--- src/rtl/mem_arb_pkg.sv ---
// Shared types and constants for the cache-pair memory arbiter.
package mem_arb_pkg;

    localparam int LINE_W  = 256;
    localparam int BURST_W = 64;
    localparam int BEATS   = LINE_W / BURST_W;
    localparam int ADDR_W  = 32;

    typedef enum logic [2:0] {
        IDLE   = 3'd0,
        I_RD   = 3'd1,
        D_RD   = 3'd2,
        D_WR   = 3'd3,
        I_DONE = 3'd4,
        D_DONE = 3'd5
    } arb_state_t;

    typedef enum logic {
        REQ_I = 1'b0,
        REQ_D = 1'b1
    } req_id_t;

    // Select 64-bit beat idx of a cacheline, beat 0 being the low bits.
    function automatic logic [BURST_W-1:0] line_slice(input logic [LINE_W-1:0] line,
                                                      input logic [1:0]        idx);
        logic [BURST_W-1:0] beat;
        case (idx)
            2'd0:    beat = line[0*BURST_W +: BURST_W];
            2'd1:    beat = line[1*BURST_W +: BURST_W];
            2'd2:    beat = line[2*BURST_W +: BURST_W];
            2'd3:    beat = line[3*BURST_W +: BURST_W];
            default: beat = {BURST_W{1'b0}};
        endcase
        return beat;
    endfunction

endpackage

--- src/rtl/mem_arbiter_if.sv ---
// Cache-pair plus physical-memory signal bundle. The arbiter uses the
// slave view; the environment (caches and memory) uses the master view.
interface mem_arbiter_if;
    import mem_arb_pkg::*;

    logic [ADDR_W-1:0]  i_addr;
    logic               i_read;
    logic [LINE_W-1:0]  i_rdata;
    logic               i_resp;

    logic [ADDR_W-1:0]  d_addr;
    logic               d_read;
    logic               d_write;
    logic [LINE_W-1:0]  d_wdata;
    logic [LINE_W-1:0]  d_rdata;
    logic               d_resp;

    logic [ADDR_W-1:0]  pmem_address;
    logic               pmem_read;
    logic               pmem_write;
    logic [BURST_W-1:0] pmem_wdata;
    logic [BURST_W-1:0] pmem_rdata;
    logic               pmem_resp;

    modport slave (
        input  i_addr, i_read, d_addr, d_read, d_write, d_wdata,
               pmem_rdata, pmem_resp,
        output i_rdata, i_resp, d_rdata, d_resp,
               pmem_address, pmem_read, pmem_write, pmem_wdata
    );

    modport master (
        output i_addr, i_read, d_addr, d_read, d_write, d_wdata,
               pmem_rdata, pmem_resp,
        input  i_rdata, i_resp, d_rdata, d_resp,
               pmem_address, pmem_read, pmem_write, pmem_wdata
    );

endinterface

--- src/rtl/mem_arb_burst.sv ---
// Beat sequencing for one burst: beat counter and read line assembly.
module mem_arb_burst
    import mem_arb_pkg::*;
(
    input  logic               clk,
    input  logic               rst,
    input  logic               active,
    input  logic               rd_en,
    input  logic               beat_ok,
    input  logic [BURST_W-1:0] rdata,
    output logic [1:0]         beat,
    output logic               last_beat,
    output logic [LINE_W-1:0]  line
);

    logic [1:0]        beat_r;
    logic [LINE_W-1:0] line_r;

    // Beat counter: advances on every accepted beat, wraps to 0 after the fourth
    always_ff @(posedge clk or negedge rst) begin
        if (!rst) begin
            beat_r <= 2'd0;
        end else if (active && beat_ok) begin
            beat_r <= beat_r + 2'd1;
        end else begin
            beat_r <= beat_r;
        end
    end

    // Line buffer: each read beat lands in its 64-bit slot; held between reads
    always_ff @(posedge clk or negedge rst) begin
        if (!rst) begin
            line_r <= {LINE_W{1'b0}};
        end else if (active && rd_en && beat_ok) begin
            for (int k = 0; k < BEATS; k++) begin
                if (beat_r == 2'(k)) begin
                    line_r[k*BURST_W +: BURST_W] <= rdata;
                end
            end
        end else begin
            line_r <= line_r;
        end
    end

    assign beat      = beat_r;
    assign last_beat = (beat_r == 2'(BEATS - 1));
    assign line      = line_r;

endmodule

--- src/rtl/mem_arbiter.sv ---
// Round-robin arbiter putting the icache and dcache onto one burst memory port.
module mem_arbiter
    import mem_arb_pkg::*;
(
    input  logic         clk,
    input  logic         rst,
    mem_arbiter_if.slave bus
);

    arb_state_t        state_r;
    req_id_t           last_r;
    logic [ADDR_W-1:0] addr_r;

    logic [1:0]        beat_s;
    logic              last_beat_s;
    logic [LINE_W-1:0] line_s;

    logic d_req_s;
    logic grant_d_s;
    logic rd_burst_s;
    logic wr_burst_s;
    logic busy_s;
    logic beat_done_s;

    // Request decode and state-derived burst qualifiers
    always_comb begin
        d_req_s   = bus.d_read | bus.d_write;
        grant_d_s = 1'b0;
        if (d_req_s && (!bus.i_read || (last_r == REQ_I))) begin
            grant_d_s = 1'b1;
        end else begin
            grant_d_s = 1'b0;
        end
        rd_burst_s  = (state_r == I_RD) || (state_r == D_RD);
        wr_burst_s  = (state_r == D_WR);
        busy_s      = rd_burst_s || wr_burst_s;
        beat_done_s = bus.pmem_resp && last_beat_s;
    end

    mem_arb_burst u_burst (
        .clk       (clk),
        .rst       (rst),
        .active    (busy_s),
        .rd_en     (rd_burst_s),
        .beat_ok   (bus.pmem_resp),
        .rdata     (bus.pmem_rdata),
        .beat      (beat_s),
        .last_beat (last_beat_s),
        .line      (line_s)
    );

    // Arbitration FSM: grant in IDLE, run the burst, pulse resp, return to IDLE
    always_ff @(posedge clk or negedge rst) begin
        if (!rst) begin
            state_r <= IDLE;
            last_r  <= REQ_D;
            addr_r  <= {ADDR_W{1'b0}};
        end else begin
            case (state_r)
                IDLE: begin
                    if (grant_d_s) begin
                        addr_r <= bus.d_addr;
                        if (bus.d_write) begin
                            state_r <= D_WR;
                        end else begin
                            state_r <= D_RD;
                        end
                    end else if (bus.i_read) begin
                        addr_r  <= bus.i_addr;
                        state_r <= I_RD;
                    end else begin
                        state_r <= IDLE;
                    end
                end
                I_RD: begin
                    if (beat_done_s) begin
                        state_r <= I_DONE;
                        last_r  <= REQ_I;
                    end else begin
                        state_r <= I_RD;
                    end
                end
                D_RD, D_WR: begin
                    if (beat_done_s) begin
                        state_r <= D_DONE;
                        last_r  <= REQ_D;
                    end else begin
                        state_r <= state_r;
                    end
                end
                I_DONE, D_DONE: state_r <= IDLE;
                default:        state_r <= IDLE;
            endcase
        end
    end

    // Moore output decode from state, granted address and beat index
    always_comb begin
        bus.pmem_read    = rd_burst_s;
        bus.pmem_write   = wr_burst_s;
        bus.pmem_address = {ADDR_W{1'b0}};
        if (busy_s) begin
            bus.pmem_address = addr_r;
        end else begin
            bus.pmem_address = {ADDR_W{1'b0}};
        end
        bus.pmem_wdata = {BURST_W{1'b0}};
        if (wr_burst_s) begin
            bus.pmem_wdata = line_slice(bus.d_wdata, beat_s);
        end else begin
            bus.pmem_wdata = {BURST_W{1'b0}};
        end
        bus.i_resp  = (state_r == I_DONE);
        bus.d_resp  = (state_r == D_DONE);
        bus.i_rdata = line_s;
        bus.d_rdata = line_s;
    end

endmodule

--- src/flat_wrapper.sv ---
// flat-port wrapper written by rule: the top's interface ports become plain ports
module mem_arbiter_flat import mem_arb_pkg::*;
  (clk, rst, bus_i_addr, bus_i_read, bus_d_addr, bus_d_read, bus_d_write, bus_d_wdata, bus_pmem_rdata, bus_pmem_resp, bus_i_rdata, bus_i_resp, bus_d_rdata, bus_d_resp, bus_pmem_address, bus_pmem_read, bus_pmem_write, bus_pmem_wdata);
  mem_arbiter_if bus_i ();
  input  logic clk;
  input  logic rst;
  input wire logic [$bits(bus_i.i_addr)-1:0] bus_i_addr;
  input wire logic [$bits(bus_i.i_read)-1:0] bus_i_read;
  input wire logic [$bits(bus_i.d_addr)-1:0] bus_d_addr;
  input wire logic [$bits(bus_i.d_read)-1:0] bus_d_read;
  input wire logic [$bits(bus_i.d_write)-1:0] bus_d_write;
  input wire logic [$bits(bus_i.d_wdata)-1:0] bus_d_wdata;
  input wire logic [$bits(bus_i.pmem_rdata)-1:0] bus_pmem_rdata;
  input wire logic [$bits(bus_i.pmem_resp)-1:0] bus_pmem_resp;
  output wire logic [$bits(bus_i.i_rdata)-1:0] bus_i_rdata;
  output wire logic [$bits(bus_i.i_resp)-1:0] bus_i_resp;
  output wire logic [$bits(bus_i.d_rdata)-1:0] bus_d_rdata;
  output wire logic [$bits(bus_i.d_resp)-1:0] bus_d_resp;
  output wire logic [$bits(bus_i.pmem_address)-1:0] bus_pmem_address;
  output wire logic [$bits(bus_i.pmem_read)-1:0] bus_pmem_read;
  output wire logic [$bits(bus_i.pmem_write)-1:0] bus_pmem_write;
  output wire logic [$bits(bus_i.pmem_wdata)-1:0] bus_pmem_wdata;
  assign bus_i.i_addr = bus_i_addr;
  assign bus_i.i_read = bus_i_read;
  assign bus_i.d_addr = bus_d_addr;
  assign bus_i.d_read = bus_d_read;
  assign bus_i.d_write = bus_d_write;
  assign bus_i.d_wdata = bus_d_wdata;
  assign bus_i.pmem_rdata = bus_pmem_rdata;
  assign bus_i.pmem_resp = bus_pmem_resp;
  assign bus_i_rdata = bus_i.i_rdata;
  assign bus_i_resp = bus_i.i_resp;
  assign bus_d_rdata = bus_i.d_rdata;
  assign bus_d_resp = bus_i.d_resp;
  assign bus_pmem_address = bus_i.pmem_address;
  assign bus_pmem_read = bus_i.pmem_read;
  assign bus_pmem_write = bus_i.pmem_write;
  assign bus_pmem_wdata = bus_i.pmem_wdata;
  mem_arbiter u_core (.clk(clk), .rst(rst), .bus(bus_i));
endmodule
--- config.mk ---
export PLATFORM = sky130hd
export DESIGN_NAME = mem_arbiter_flat
export DESIGN_NICKNAME = d
export VERILOG_FILES = /design/src/rtl/mem_arb_pkg.sv /design/src/rtl/mem_arbiter_if.sv /design/src/rtl/mem_arb_burst.sv /design/src/rtl/mem_arbiter.sv /design/src/flat_wrapper.sv
export SDC_FILE = /design/constraint.sdc
export NUM_CORES = 1
export LEC_CHECK = 0
export CORE_AREA = 2 2 391 393
export DETAILED_ROUTE_END_ITERATION = 8
export DIE_AREA = 0 0 393 395
export SYNTH_ARGS = -nofsm -noshare
export SYNTH_HDL_FRONTEND = slang
export SYNTH_SLANG_ARGS = --single-unit
--- constraint.sdc ---
create_clock -name clk -period 3.35 [get_ports clk]
set_input_delay 0.5025 -clock clk [delete_from_list [all_inputs] [get_ports clk]]
set_output_delay 0.5025 -clock clk [all_outputs]
set_load 0.005 [all_outputs]
## Yosys cells after proc, flatten, opt, wreduce, memory -nomap -nowiden

Cells that the tools add are included.

| operators by class | value |
|---|---|
| add/subtract/negate cells | 1 |
| equality and inequality tests | 10 |
| mux-type cells | 15 |
| bitwise gates (word level) | 2 |
| reduce and logical (&&, ||, !) cells | 20 |

Operators by type and width:

| cell | count |
|---|---|
| $pmux W64 S4 | 1 |
| $mux W32 | 3 |
| $mux W64 | 1 |
| $reduce_and A2 Y1 | 5 |
| $mux W3 | 3 |
| $pmux W3 S3 | 1 |
| $eq A3 B2 Y1 const B | 2 |
| $eq A3 B3 Y1 const B | 2 |
| $logic_and A1 B1 Y1 | 5 |
| $mux W1 | 5 |
| $eq A2 B2 Y1 const B | 2 |
| $ne A2 B1 Y1 const B | 2 |
| $reduce_bool A2 Y1 | 2 |
| $eq A3 B1 Y1 const B | 1 |
| $logic_not A3 Y1 | 1 |
| $logic_or A1 B1 Y1 | 3 |
| $reduce_and A3 Y1 | 1 |
| $add A2 B1 Y2 const B | 1 |
| $eq A2 B1 Y1 const B | 1 |
| $logic_not A2 Y1 | 1 |
| $pmux W1 S2 | 1 |
| $reduce_or A2 Y1 | 1 |
| $logic_not A1 Y1 | 1 |
| $not A1 Y1 | 1 |
| $or A1 B1 Y1 | 1 |

| word-level totals | value |
|---|---|
| bits in registers | 294 |
| input port bits | 390 |
| output and inout bits | 612 |
| logic and storage cells | 56 |

## Depth between registers and ports, before layout

| logic depth | value |
|---|---|
| word-level depth | 6 |
| mapped depth | 7 |
| mapped depth without buffers | 5 |

## Hierarchy

A second synthesis with hierarchy kept.

| unflattened totals | value |
|---|---|
| cell total of the unflattened synthesis | 1168 |
| area, all modules | 15813.9 um2 |

By module, submodules not included:

| module | times used | cells an instance | area each (um2) | sequential area each (um2) |
|---|---|---|---|---|
| mem_arb_burst | 1 | 553 | 9600.5 | 6456.2 |
| mem_arbiter | 1 | 615 | 6213.5 | 902.1 |

## Least setup slack after synthesis

Ideal clock, no wire load.

| timing | value |
|---|---|
| path type | flip-flop to output port |
| start | reg u_core.u_burst.beat_r[0], in the netlist u_core.u_burst.beat[0] |
| end | out bus_pmem_wdata[10] |
| arrival time | 1616 ps |
| data required time | 2847 ps |
| setup slack | 1232 ps |
| stages on the path, launching flop included | 8 |
| path buffers | 2 |
| path through | dfrtp_1 -> inv_1 -> ha_1 -> clkbuf_1 -> clkbuf_1 -> a222oi_1 -> o21a_1 -> nor2_1 |

| between the ends | value |
|---|---|
| word-level cells in the longest chain between the ends | 3 |
| elaborated cells between the ends (all ways) | 6 |
| classes of those cells | eq/ne: 3; mux: 2; reduce/logical: 1 |

RTL lines:

| element | RTL line | source |
|---|---|---|
| from (decl) | mem_arb_burst.sv:16 | `logic [1:0] beat_r;` |
| from (signal assigned) | mem_arb_burst.sv:24 | `beat_r <= beat_r + 2'd1;` |
| from (signal assigned) | mem_arb_burst.sv:26 | `beat_r <= beat_r;` |
| $eq A2 B2 Y1, or another cell as far along | mem_arb_pkg.sv:27 | `case (idx)` |
| $pmux W64 S4 * | mem_arb_pkg.sv:27 |  |
| $mux W64 * | mem_arbiter.sv:108 | `if (wr_burst_s) begin` |
| to (decl) | flat_wrapper.sv:22 | `output wire logic [$bits(bus_i.pmem_wdata)-1:0] bus_pmem_wdata;` |

Every way passes the cells marked *; elsewhere a longest branch is shown, timed or not.

## Worst setup path in the final report

| timing | value |
|---|---|
| start | reg u_core.u_burst.beat_r[0], in the netlist u_core.u_burst.beat[0] |
| end | out bus_pmem_wdata[4] |

Same word-level chain as after synthesis.

==> qor.yml <==
route:
  finalWirelength_um: 123000
  ant_nets: 0
  drcViolationCount: 0
  drt-initial-drc-count: 1337
  wl_per_cell_um: 29.5
  drt-pass1-iter-count: 8
  viasPerCell: 3.37
  vias: 13990
timing:
  final.period_utilization: 1.00
  fin_setup_tns_ps: -0.896
  clock_skew_ps: 34.2
  hold_viol_final: 0
  finalWorstSetupSlack_ps: -0.896
  fmax_ghz: 0.298
  worstMarginPinSlew_ps: 1160
  slew_headroom: 0.226
  period_minus_slack_ps: 3350
  setup-violations-final: 1
  rsz0062_at_grt: "yes"
  slew_violations: 0
synth:
  ys_seq_area_frac: 0.476
  synthCells: 1317
  ys_seq_elements: 294
  yosys.area.top_type_share: 0.474
  yosys_warnings: 0
  synth-main-ff-cell: "dfrtp_1"
  syn_area_per_cell_um2: 11.7
  syn-num-nets: 1712
  synth_top_area_cell: "dfrtp_1"
  synth_area_um2: 15500
  synth_edf_count: 0
  synth.area.top_cells: "dfrtp_1, mux2_2, buf_4, a222oi_1, o21a_1"
  async_reset_ff_frac: 1.00
  synth_cell_types: 35
placement:
  place_congestion: 0.940
  portBuffers: 1001
  detailed_place_hpwl_um: 104000
  dpl_worst_slack_ps: 125
setup_path:
  crit_type: "reg2out"
  ff2ff_path_depth: 5
  crit_slowest_cell: "a222oi_1"
  critical-path-max-stage-delay_ps: 630
  cp-start-kind: "flip-flop"
  critPathCaptureType: "output pin"
  arrival_ps: 2850
  crit_path_cell_trace: "buf_4, ha_4, buf_16, a222oi_1, buf_4, o21a_1, nor2_2, buf_12"
  critPathLaunch: "u_core.u_burst.beat[0]$_DFFE_PN0P_"
  critPathMostFrequentCell: "buf_4"
  r2r-start: "u_core.state_r[1]$_DFFE_PN0P_"
  cp.required_ps: 2850
  cp_max_fo: 28
power_and_ir_drop:
  power.density_nw_per_um2: 1090
  power_w: 0.0305
  peakVddDrop_v: 0.000341
  pwr-share-seq: 0.245
  switching_share: 0.416
  pwr-share-clk: 0.145
  pwr-share-comb: 0.610
  p_leak_nw: 10.6
  net-switching-power_w: 0.0127
  internal-power_w: 0.0178
global_routing:
  overflow: 0
  grt_first_pass_wirelength_um: 155000
  antenna_found_initial: 17
  grt_pass1_vias: 14477
  grt_max_degree: 79
  grt_usage: 0.153
cells_and_area:
  areaGrowthSynthToFinish_pct: 80.9
  fillers: 16651
  final_cell_mix: "clkdlybuf4s50_1, dfrtp_1, mux2_2"
  drive_above_1_share: 0.210
  layout_commonest_cell: "clkdlybuf4s50_1"
  final_nets: 2485
  final_util: 0.185
outcome:
  outcome: "finished, violations left"
  violations: "negative setup slack"
die:
  die_w_um: 393
  dieArea_um2: 155000
  chipHeight_um: 395
  pin_count: 1002
  num_rows: 143
  core_um2: 151000
  start_util: 0.102
cts:
  cts-root-buf: "clkbuf_16"
  cts.sinks: 294
  insertion_delay_ps: 610
  cts_tree: "yes"
  cts_buffers: 40
  cts_max_level: 2
  cts_buffer_depth: 3
  path_clk_slew_ps: 80
min_path:
  hold_path.class: "in2async"
flow_run:
  maxCapViolCount: 0
cells by family after synthesis:
group	count (synthesis)	share of synthesized area
flops	294	0.476
fa+ha+maj	5	0.00405
compound gates	198	0.0962
simple gates	180	0.0528
xor+xnor	2	0.00235
mux	290	0.209
buf+inv	348	0.160
power by group through the flow:
stage / clock network, W / logic (W) / registers, W
after floorplan: 0 / 0.00721 / 0.00667
after global placement: 0 / 0.0184 / 0.00740
after detailed placement: 0 / 0.0183 / 0.00746
after CTS: 0.00464 / 0.0190 / 0.00744
after global routing: 0.00475 / 0.0197 / 0.00766
final: 0.00442 / 0.0186 / 0.00746
flip-flops by register name, indices dropped and copies added (netlist names):
register             count
u_core.addr_r           32
u_core.last_r            1
u_core.u_burst.line    256
u_core.u_burst.beat      2
u_core.state_r           3
repair_timing:
item,in CTS,in global routing
hold endpoints to repair,72,0
resized for setup,36,10
setup endpoints to repair,55,17
pin swaps,16,10
setup buffers,12,1
cloned,3,1
hold buffers,1,0
through the flow:
| stage | instances | hold slack [ps] | area [um2] |
|---|---|---|---|
| floorplan | 1317 | 207 | 15500 |
| global placement | 4060 | 508 | 26300 |
| detailed placement | 4060 | 514 | 26300 |
| CTS | 4149 | 520 | 27900 |
| global route | 4152 | 542 | 28000 |
| finish | 4157 | 521 | 28000 |
layer usage:
layer / routed length, um / vias up / track usage
li1: - / 5973 / -
met1: 46900 / 7152 / 0.176
met5: 26 / - / 0
met2: 57300 / 756 / 0.250
met4: 2630 / 4 / 0.0331
met3: 16000 / 105 / 0.0793
area by class of cell:
| class | count | area, um2 | area share |
|---|---|---|---|
| Clock buffer | 55 | 1160 | 0.0414 |
| Timing Repair Buffer | 1076 | 10900 | 0.391 |
| Sequential cell | 294 | 7360 | 0.263 |
| Clock inverter | 18 | 164 | 0.00586 |
| Multi-Input combinational cell | 675 | 5780 | 0.207 |
| Tap cell | 2030 | 2540 | 0.0908 |
| Inverter | 3 | 11.3 | 0.000403 |
| Antenna cell | 6 | 15.0 | 0.000537 |
cells in the mapped netlist (all sizes together) (2+ instances only):
master / number
mux2: 257
buf: 294
and3: 2
clkbuf: 51
or3: 2
nor2: 64
nand3: 4
and2: 34
nor2b: 2
a222oi: 64
inv: 3
mux2i: 33
ha: 5
nand2: 67
a21oi: 66
o21a: 64
dfrtp: 293
critical path, delay by kind of cell (launching register included):
kind	cells	cell delay (ps)
AO/OA/AOI/OAI	2	760
adder cells (fa/ha/maj)	1	200
buffers and inverters	4	730
flip-flops	1	460
AND/OR/NAND/NOR	1	50
worst paths after layout:
| check | to | slack (ps) |
|---|---|---|
| setup reg to reg | u_core.addr_r[30]$_DFFE_PN0P_ | 960 |
| min in group clk | u_core.addr_r[27]$_DFFE_PN0P_ | 530 |
| hold reg to reg | u_core.addr_r[27]$_DFFE_PN0P_ | 530 |
| max in group asynchronous | u_core.u_burst.line[204]$_DFFE_PN0P_ | 1960 |
| hold / removal | u_core.u_burst.line[157]$_DFFE_PN0P_ | 520 |
| setup / recovery | bus_pmem_wdata[4] | -0.9 |
Power figures use the tool's default switching activity.
